### config.mk
export PLATFORM = sky130hd
export DESIGN_NAME = move_sequencer
export DESIGN_NICKNAME = d
export VERILOG_FILES = /design/src/rtl/move_seq_pkg.sv /design/src/rtl/move_sequencer_spd_ramp.sv /design/src/rtl/move_sequencer.sv
export SDC_FILE = /design/constraint.sdc
export NUM_CORES = 1
export LEC_CHECK = 0
export ABC_AREA = 1
export CORE_MARGIN = 5
export CORE_UTILIZATION = 49
export DETAILED_ROUTE_END_ITERATION = 8
export HOLD_SLACK_MARGIN = 0.03
export PLACE_DENSITY = 0.8
export SYNTH_ARGS = -nofsm -noshare
export SYNTH_HDL_FRONTEND = slang
export SYNTH_HIERARCHICAL = 1
export SYNTH_SLANG_ARGS = --single-unit
### constraint.sdc
create_clock -name clk -period 5.35 [get_ports clk]
set_clock_uncertainty 0.1 [all_clocks]
set_input_delay 1.07 -clock clk [delete_from_list [all_inputs] [get_ports clk]]
set_output_delay 1.07 -clock clk [all_outputs]
set_load 0.05 [all_outputs]
### src/rtl/move_seq_pkg.sv
// rtl/move_seq_pkg.sv - shared types and widths for the knight-move sequencer
package move_seq_pkg;

  localparam int HDG_W   = 12;
  localparam int FRWRD_W = 10;

  typedef enum logic [2:0] {IDLE, TURN, RAMP_UP, RAMP_DOWN, DONE} mv_state_t;

  // Magnitude of a signed heading error; the most negative code folds to the largest positive one.
  function automatic logic [HDG_W-1:0] abs_hdg(input logic [HDG_W-1:0] e);
    if (!e[HDG_W-1]) return e;
    if (e == {1'b1, {(HDG_W-1){1'b0}}}) return {1'b0, {(HDG_W-1){1'b1}}};
    return -e;
  endfunction

endpackage

### src/rtl/move_sequencer_spd_ramp.sv
// rtl/move_sequencer_spd_ramp.sv - forward-speed register with saturating ramp up/down
module spd_ramp
  import move_seq_pkg::*;
(
  input  logic               clk,
  input  logic               rst_n,
  input  logic               clr,
  input  logic               up,
  input  logic               dn,
  input  logic [FRWRD_W-1:0] step,
  input  logic [FRWRD_W-1:0] max,
  output logic [FRWRD_W-1:0] frwrd
);

  logic [FRWRD_W:0] sum;
  logic [FRWRD_W:0] step2;

  assign sum   = {1'b0, frwrd} + {1'b0, step};
  assign step2 = {step, 1'b0};

  always_ff @(posedge clk or negedge rst_n) begin
    if (!rst_n) begin
      frwrd <= '0;
    end else if (clr) begin
      frwrd <= '0;
    end else if (up) begin
      frwrd <= (sum > {1'b0, max}) ? max : sum[FRWRD_W-1:0];
    end else if (dn) begin
      // Decrement is twice the ramp-up step and floors at zero.
      frwrd <= ({1'b0, frwrd} <= step2) ? '0 : frwrd - step2[FRWRD_W-1:0];
    end
  end

endmodule

### src/rtl/move_sequencer.sv
// rtl/move_sequencer.sv - sequences one knight move: turn, ramp up, count squares, ramp down
module move_sequencer
  import move_seq_pkg::*;
#(
  parameter logic [FRWRD_W-1:0] FRWRD_INC   = 10'h004,
  parameter logic [FRWRD_W-1:0] FRWRD_MAX   = 10'h300,
  parameter logic [HDG_W-1:0]   TURN_THRESH = 12'h02C
)(
  input  logic               clk,
  input  logic               rst_n,
  input  logic               mv_vld,
  input  logic [HDG_W-1:0]   mv_hdg,
  input  logic [2:0]         mv_sqrs,
  input  logic               mv_abort,
  input  logic [HDG_W-1:0]   heading,
  input  logic               heading_rdy,
  input  logic               cntrIR,
  output logic               mv_ack,
  output logic               mv_done,
  output logic               moving,
  output logic               err_vld,
  output logic [HDG_W-1:0]   error,
  output logic [FRWRD_W-1:0] frwrd
);

  mv_state_t        state;
  logic [HDG_W-1:0] hdg_lat;
  logic [2:0]       sqrs_lat;
  logic [2:0]       sq_cnt;
  logic             cntr_ff;
  logic             rise;
  logic [HDG_W-1:0] abs_err;

  assign error   = heading - hdg_lat;
  assign abs_err = abs_hdg(error);
  assign err_vld = heading_rdy & moving;
  assign rise    = cntrIR & ~cntr_ff;

  always_ff @(posedge clk or negedge rst_n) begin
    if (!rst_n) cntr_ff <= 1'b0;
    else        cntr_ff <= cntrIR;
  end

  spd_ramp u_spd_ramp (
    .clk   (clk),
    .rst_n (rst_n),
    .clr   ((state != RAMP_UP) && (state != RAMP_DOWN)),
    .up    ((state == RAMP_UP) && heading_rdy),
    .dn    ((state == RAMP_DOWN) && heading_rdy),
    .step  (FRWRD_INC),
    .max   (FRWRD_MAX),
    .frwrd (frwrd)
  );

  always_ff @(posedge clk or negedge rst_n) begin
    if (!rst_n) begin
      state    <= IDLE;
      hdg_lat  <= '0;
      sqrs_lat <= '0;
      sq_cnt   <= '0;
      mv_ack   <= 1'b0;
      mv_done  <= 1'b0;
      moving   <= 1'b0;
    end else begin
      mv_ack  <= 1'b0;
      mv_done <= 1'b0;
      case (state)
        IDLE: begin
          if (mv_vld && !mv_abort) begin
            hdg_lat  <= mv_hdg;
            sqrs_lat <= mv_sqrs;
            sq_cnt   <= '0;
            mv_ack   <= 1'b1;
            moving   <= 1'b1;
            state    <= TURN;
          end
        end
        TURN: begin
          if (mv_abort || (heading_rdy && abs_err < TURN_THRESH && sqrs_lat == 3'd0)) begin
            moving  <= 1'b0;
            mv_done <= 1'b1;
            state   <= DONE;
          end else if (heading_rdy && abs_err < TURN_THRESH) begin
            state <= RAMP_UP;
          end
        end
        RAMP_UP: begin
          if (rise) sq_cnt <= sq_cnt + 3'd1;
          // Count is compared registered, so the exit follows the final crossing by one cycle.
          if (mv_abort || sq_cnt == sqrs_lat) state <= RAMP_DOWN;
        end
        RAMP_DOWN: begin
          if (frwrd == '0) begin
            moving  <= 1'b0;
            mv_done <= 1'b1;
            state   <= DONE;
          end
        end
        DONE:    state <= IDLE;
        default: state <= IDLE;
      endcase
    end
  end

endmodule

==> results.tsv <==
stage	metric	value	unit
status	status	complete, no violations	
logic_synthesis	post-synth top area share	0.2185	
timing	RSZ-0062 raised after global routing	false	
timing	Rel. slew slack	0.3360	
cts	H-tree depth reported by CTS	2	
cts	cts hold-fix bufs	0	
placement	DP Cell Count	828	
cells_and_area	fin nets	807	
logic_synthesis	Yosys top cell by area	dfrtp_1	
cts	worst skew pair latency	300	ps
cts	CTS max path bufs	2	
power	P_int	0.001049	W
die	Die W	100.4	µm
worst_setup_path	FF-to-FF path depth	22	
worst_setup_path	Worst Path Buf+Inv	4	
logic_synthesis	Netlist cell types	37	
placement	Place WS	329.4	ps
timing	Hold Vio Cnt, Final	0	
global_route	Total Routing Usage GR	0.2113	
global_route	largest net degree at the start of global routing	36	
placement	IO Port Bufs	58	
logic_synthesis	Top FF cell, synth	dfrtp_1	
global_route	first-pass GRT wire length	17630	µm
die	Initial Util	0.4952	
logic_synthesis	number of synthesized flops with an enable pin	0	
cells_and_area	Ant. Diodes	0	
timing	f_max	197.7	MHz
logic_synthesis	cell count after synthesis	633	
die	CORE AREA	8093	µm²
hold_path	Hold WC Path Type	flip-flop to flip-flop	
worst_setup_path	Critical Path Start Type	input pin	
route	DRC	0	
worst_setup_path	slowest CP cell	clkdlybuf4s50_1	
die	Ports	59	
power	share of power burned in registers	0.175	
power	Final Power	0.002297	W
worst_setup_path	WS Path Type	input pin to output port	
route	First-pass DRT Iterations	5	
worst_setup_path	worst stage delay on the critical path	870	ps
global_route	GRT overflow	0	
worst_setup_path	CP max FO	3	
cts	TritonCTS clock tree	yes	
cells_and_area	final instance area	4937	µm²
power	Cell Pwr Density	465.1	nW/µm²
power	Clk pwr share	0.110	
die	Die Y	100.4	µm
timing	worst slew pin tran	992.3	ps
timing	Tmin final	5059	ps
timing	Final Max Tran Viols	0	
global_route	vias in the first global route	4126	
cells_and_area	fin cells	836	
worst_setup_path	Crit path max-delay family	buffers and inverters	
logic_synthesis	Post-Syn Area per Cell	6.331	µm²
logic_synthesis	Post-synth ARST share	1.000	
cells_and_area	layout cell share with drive strength beyond 1	0.06840	
cts	CTS root buf	clkbuf_8	
die	num rows	33	
worst_setup_path	required time worst endpoint	4180	ps
global_route	antenna violations before repair	0	
cells_and_area	synthesis-to-layout area growth	23.20	%
logic_synthesis	list of most frequent post-synthesis cells	nand2_1, inv_1, nor2_1, nand3_1, ha_1	
worst_setup_path	CP dominant cell by count	nand2_1	
route	total wire length	10060	µm
logic_synthesis	mapped cell area	4008	µm²
placement	Post-DP Area	4820	µm²
hold_path	Hold Path Stages	2	
power	Pleak	2.715	nW
worst_setup_path	worst endpoint data arrival time	3890	ps
power	Combinational Power Share	0.714	
route	drt initial violations	139	
hold_path	Hold Crit Start	hdg_lat[0]$_DFFE_PN0P_	
worst_setup_path	r2r endpoint	u_spd_ramp/frwrd[9]$_DFFE_PN0P_	
power	Switching Share	0.5434	
worst_setup_path	R2R Setup Slk	1920	ps
hold_path	WHS Endpoint	hdg_lat[0]$_DFFE_PN0P_	
logic_synthesis	most numerous cell in the Yosys netlist	nand2_1	
logic_synthesis	register bit total from synthesis	35	
cts	CTS buffer count	5	
logic_synthesis	ranking of synthesized cells by area	dfrtp_1, nand2_1, ha_1	
cts	Reg clk slew, reported paths	70	ps
timing	fin worst setup slack	291.2	ps
timing	Final TNS setup	0	ps
run	Max-cap violations	0	
cells_and_area	Register Area	875.8	µm²
placement	Final Wtd Congestion	0.9008	
cts	Sink Count	35	
route	total number of vias	4141	
worst_setup_path	Worst setup EP type	output port	
timing	final setup vio count	0	
cts	Setup Buffers After CTS	0	
placement	Post-DP HPWL	8461	µm
logic_synthesis	Seq/Total Area, Yosys	0.2185	
power	Worst VDD drop	0.6026	mV
timing	share of the clock period used by the worst path after layout	0.9456	
logic_synthesis	yosys warns	6	
route	Routed WL per cell	12.03	µm
route	Vias/cell	4.953	
power	Psw	0.001248	W
die	die area	10090	µm²
cells_and_area	Fill cells	774	
route	antenna viol nets, final	0	
worst_setup_path	FF-to-FF Start	u_spd_ramp/frwrd[3]$_DFFE_PN0P_	
cells_and_area	multi-input logic area	2794	µm²
worst_setup_path	worst-path cell chain	clkdlybuf4s50_1 > inv_1 > ha_1 > fa_1 > inv_1 > nand3_1 > nand2_1 > nand2_1 > nand2_1 > nand2_1 > nand3_2 > xor2_2 > clkdlybuf4s50_1	
cts	post-CTS resize count	0	
## per-stage QoR
step	hold WS [ps]	util
floorplan	352.8	-
global placement	385.1	0.5955
detailed placement	393.3	0.5955
CTS	412.2	0.6101
global route	431.9	0.6101
finish	407.0	0.6101
## logic make-up (layout without fill, tap and decap cells)
logic type	Yosys count	in the layout	synth area share
AOI/OAI and AO/OA	59	59	0.08524
xor gates and xnor gates	17	17	0.04277
adders and majority gates	44	44	0.1430
buffers and inverters	124	183	0.1208
DFF	35	35	0.2185
muxes	1	1	0.002810
other	2	41	0.001874
and+or+nand+nor	351	351	0.3850
## power by group through the flow
stage,logic (W),registers [W],clock network (W)
6_report,0.00164,0.000403,0.000253
5_1_grt,0.00181,0.000414,0.000266
4_1_cts,0.00164,0.000403,0.000258
3_5_place_dp,0.00163,0.000408,0
3_3_place_gp,0.00158,0.000407,0
2_1_floorplan,0.00117,0.000432,0
## worst register-to-register path: cells and delay by family (launching register included)
family,cells,cell delay (ps)
fa+ha+maj,2,700
buf+inv,2,90
compound gates,1,150
xor+xnor,1,190
flops,1,460
simple gates,16,1660
## layer usage
layer / up-vias / part of all wire / routed length [µm] / track usage
li1: 2136 / - / - / -
met1: 1869 / 0.42 / 4213 / 0.2445
met2: 110 / 0.50 / 4989 / 0.3782
met3: 26 / 0.051 / 511 / 0.04031
met4: 0 / 0.034 / 340 / 0.09016
met5: - / 0 / 0 / 0
## registers in the layout, summed over array words and instances, names as in the netlist
signal            flops
u_spd_ramp/frwrd     10
sqrs_lat              3
mv_ack                1
state                 3
cntr_ff               1
sq_cnt                3
mv_done               1
moving                1
hdg_lat              12
## worst max-delay path by stage
stage | start | endpoint | cells after the start
after floorplan | heading[0] | error[10] | 11
after global placement | heading[0] | error[10] | 13
after detailed placement | heading[0] | error[10] | 13
after CTS | heading[0] | error[10] | 13
after global routing | heading[0] | error[10] | 13
final | heading[0] | error[10] | 13
## cell usage in the layout, fill, tap and decap left out, types with 2 or more instances in the layout
master           netlist  final
a21oi_2                3      3
clkbuf_8               0      6
nor2_1                56     56
nand2_2               10     10
conb_1                 2     41
fa_1                   3      3
o21bai_1               5      5
dfrtp_1               35     35
a21oi_1               25     25
xor2_1                 6      6
nor4_1                 2      2
nand2_1              202    202
clkdlybuf4s50_1        0     57
o21ai_1                3      3
nand3_2               14     14
nor3_1                 5      5
nand3_1               45     45
inv_1                114    114
ha_1                  41     41
o21ai_0               18     18
xor2_2                 3      3
nor2_2                 4      4
xnor2_1                8      8
inv_2                  2      2
nand4_1                9      9
## area by class of cell
type,count,area share
Timing Repair Buffer,59,0.1181
Clock buffer,6,0.01673
Sequential cell,35,0.1774
Multi-Input combinational cell,513,0.5659
Inverter,116,0.08819
Tap cell,105,0.02661
Clock inverter,2,0.007096
(Power assumes the default switching activity.)
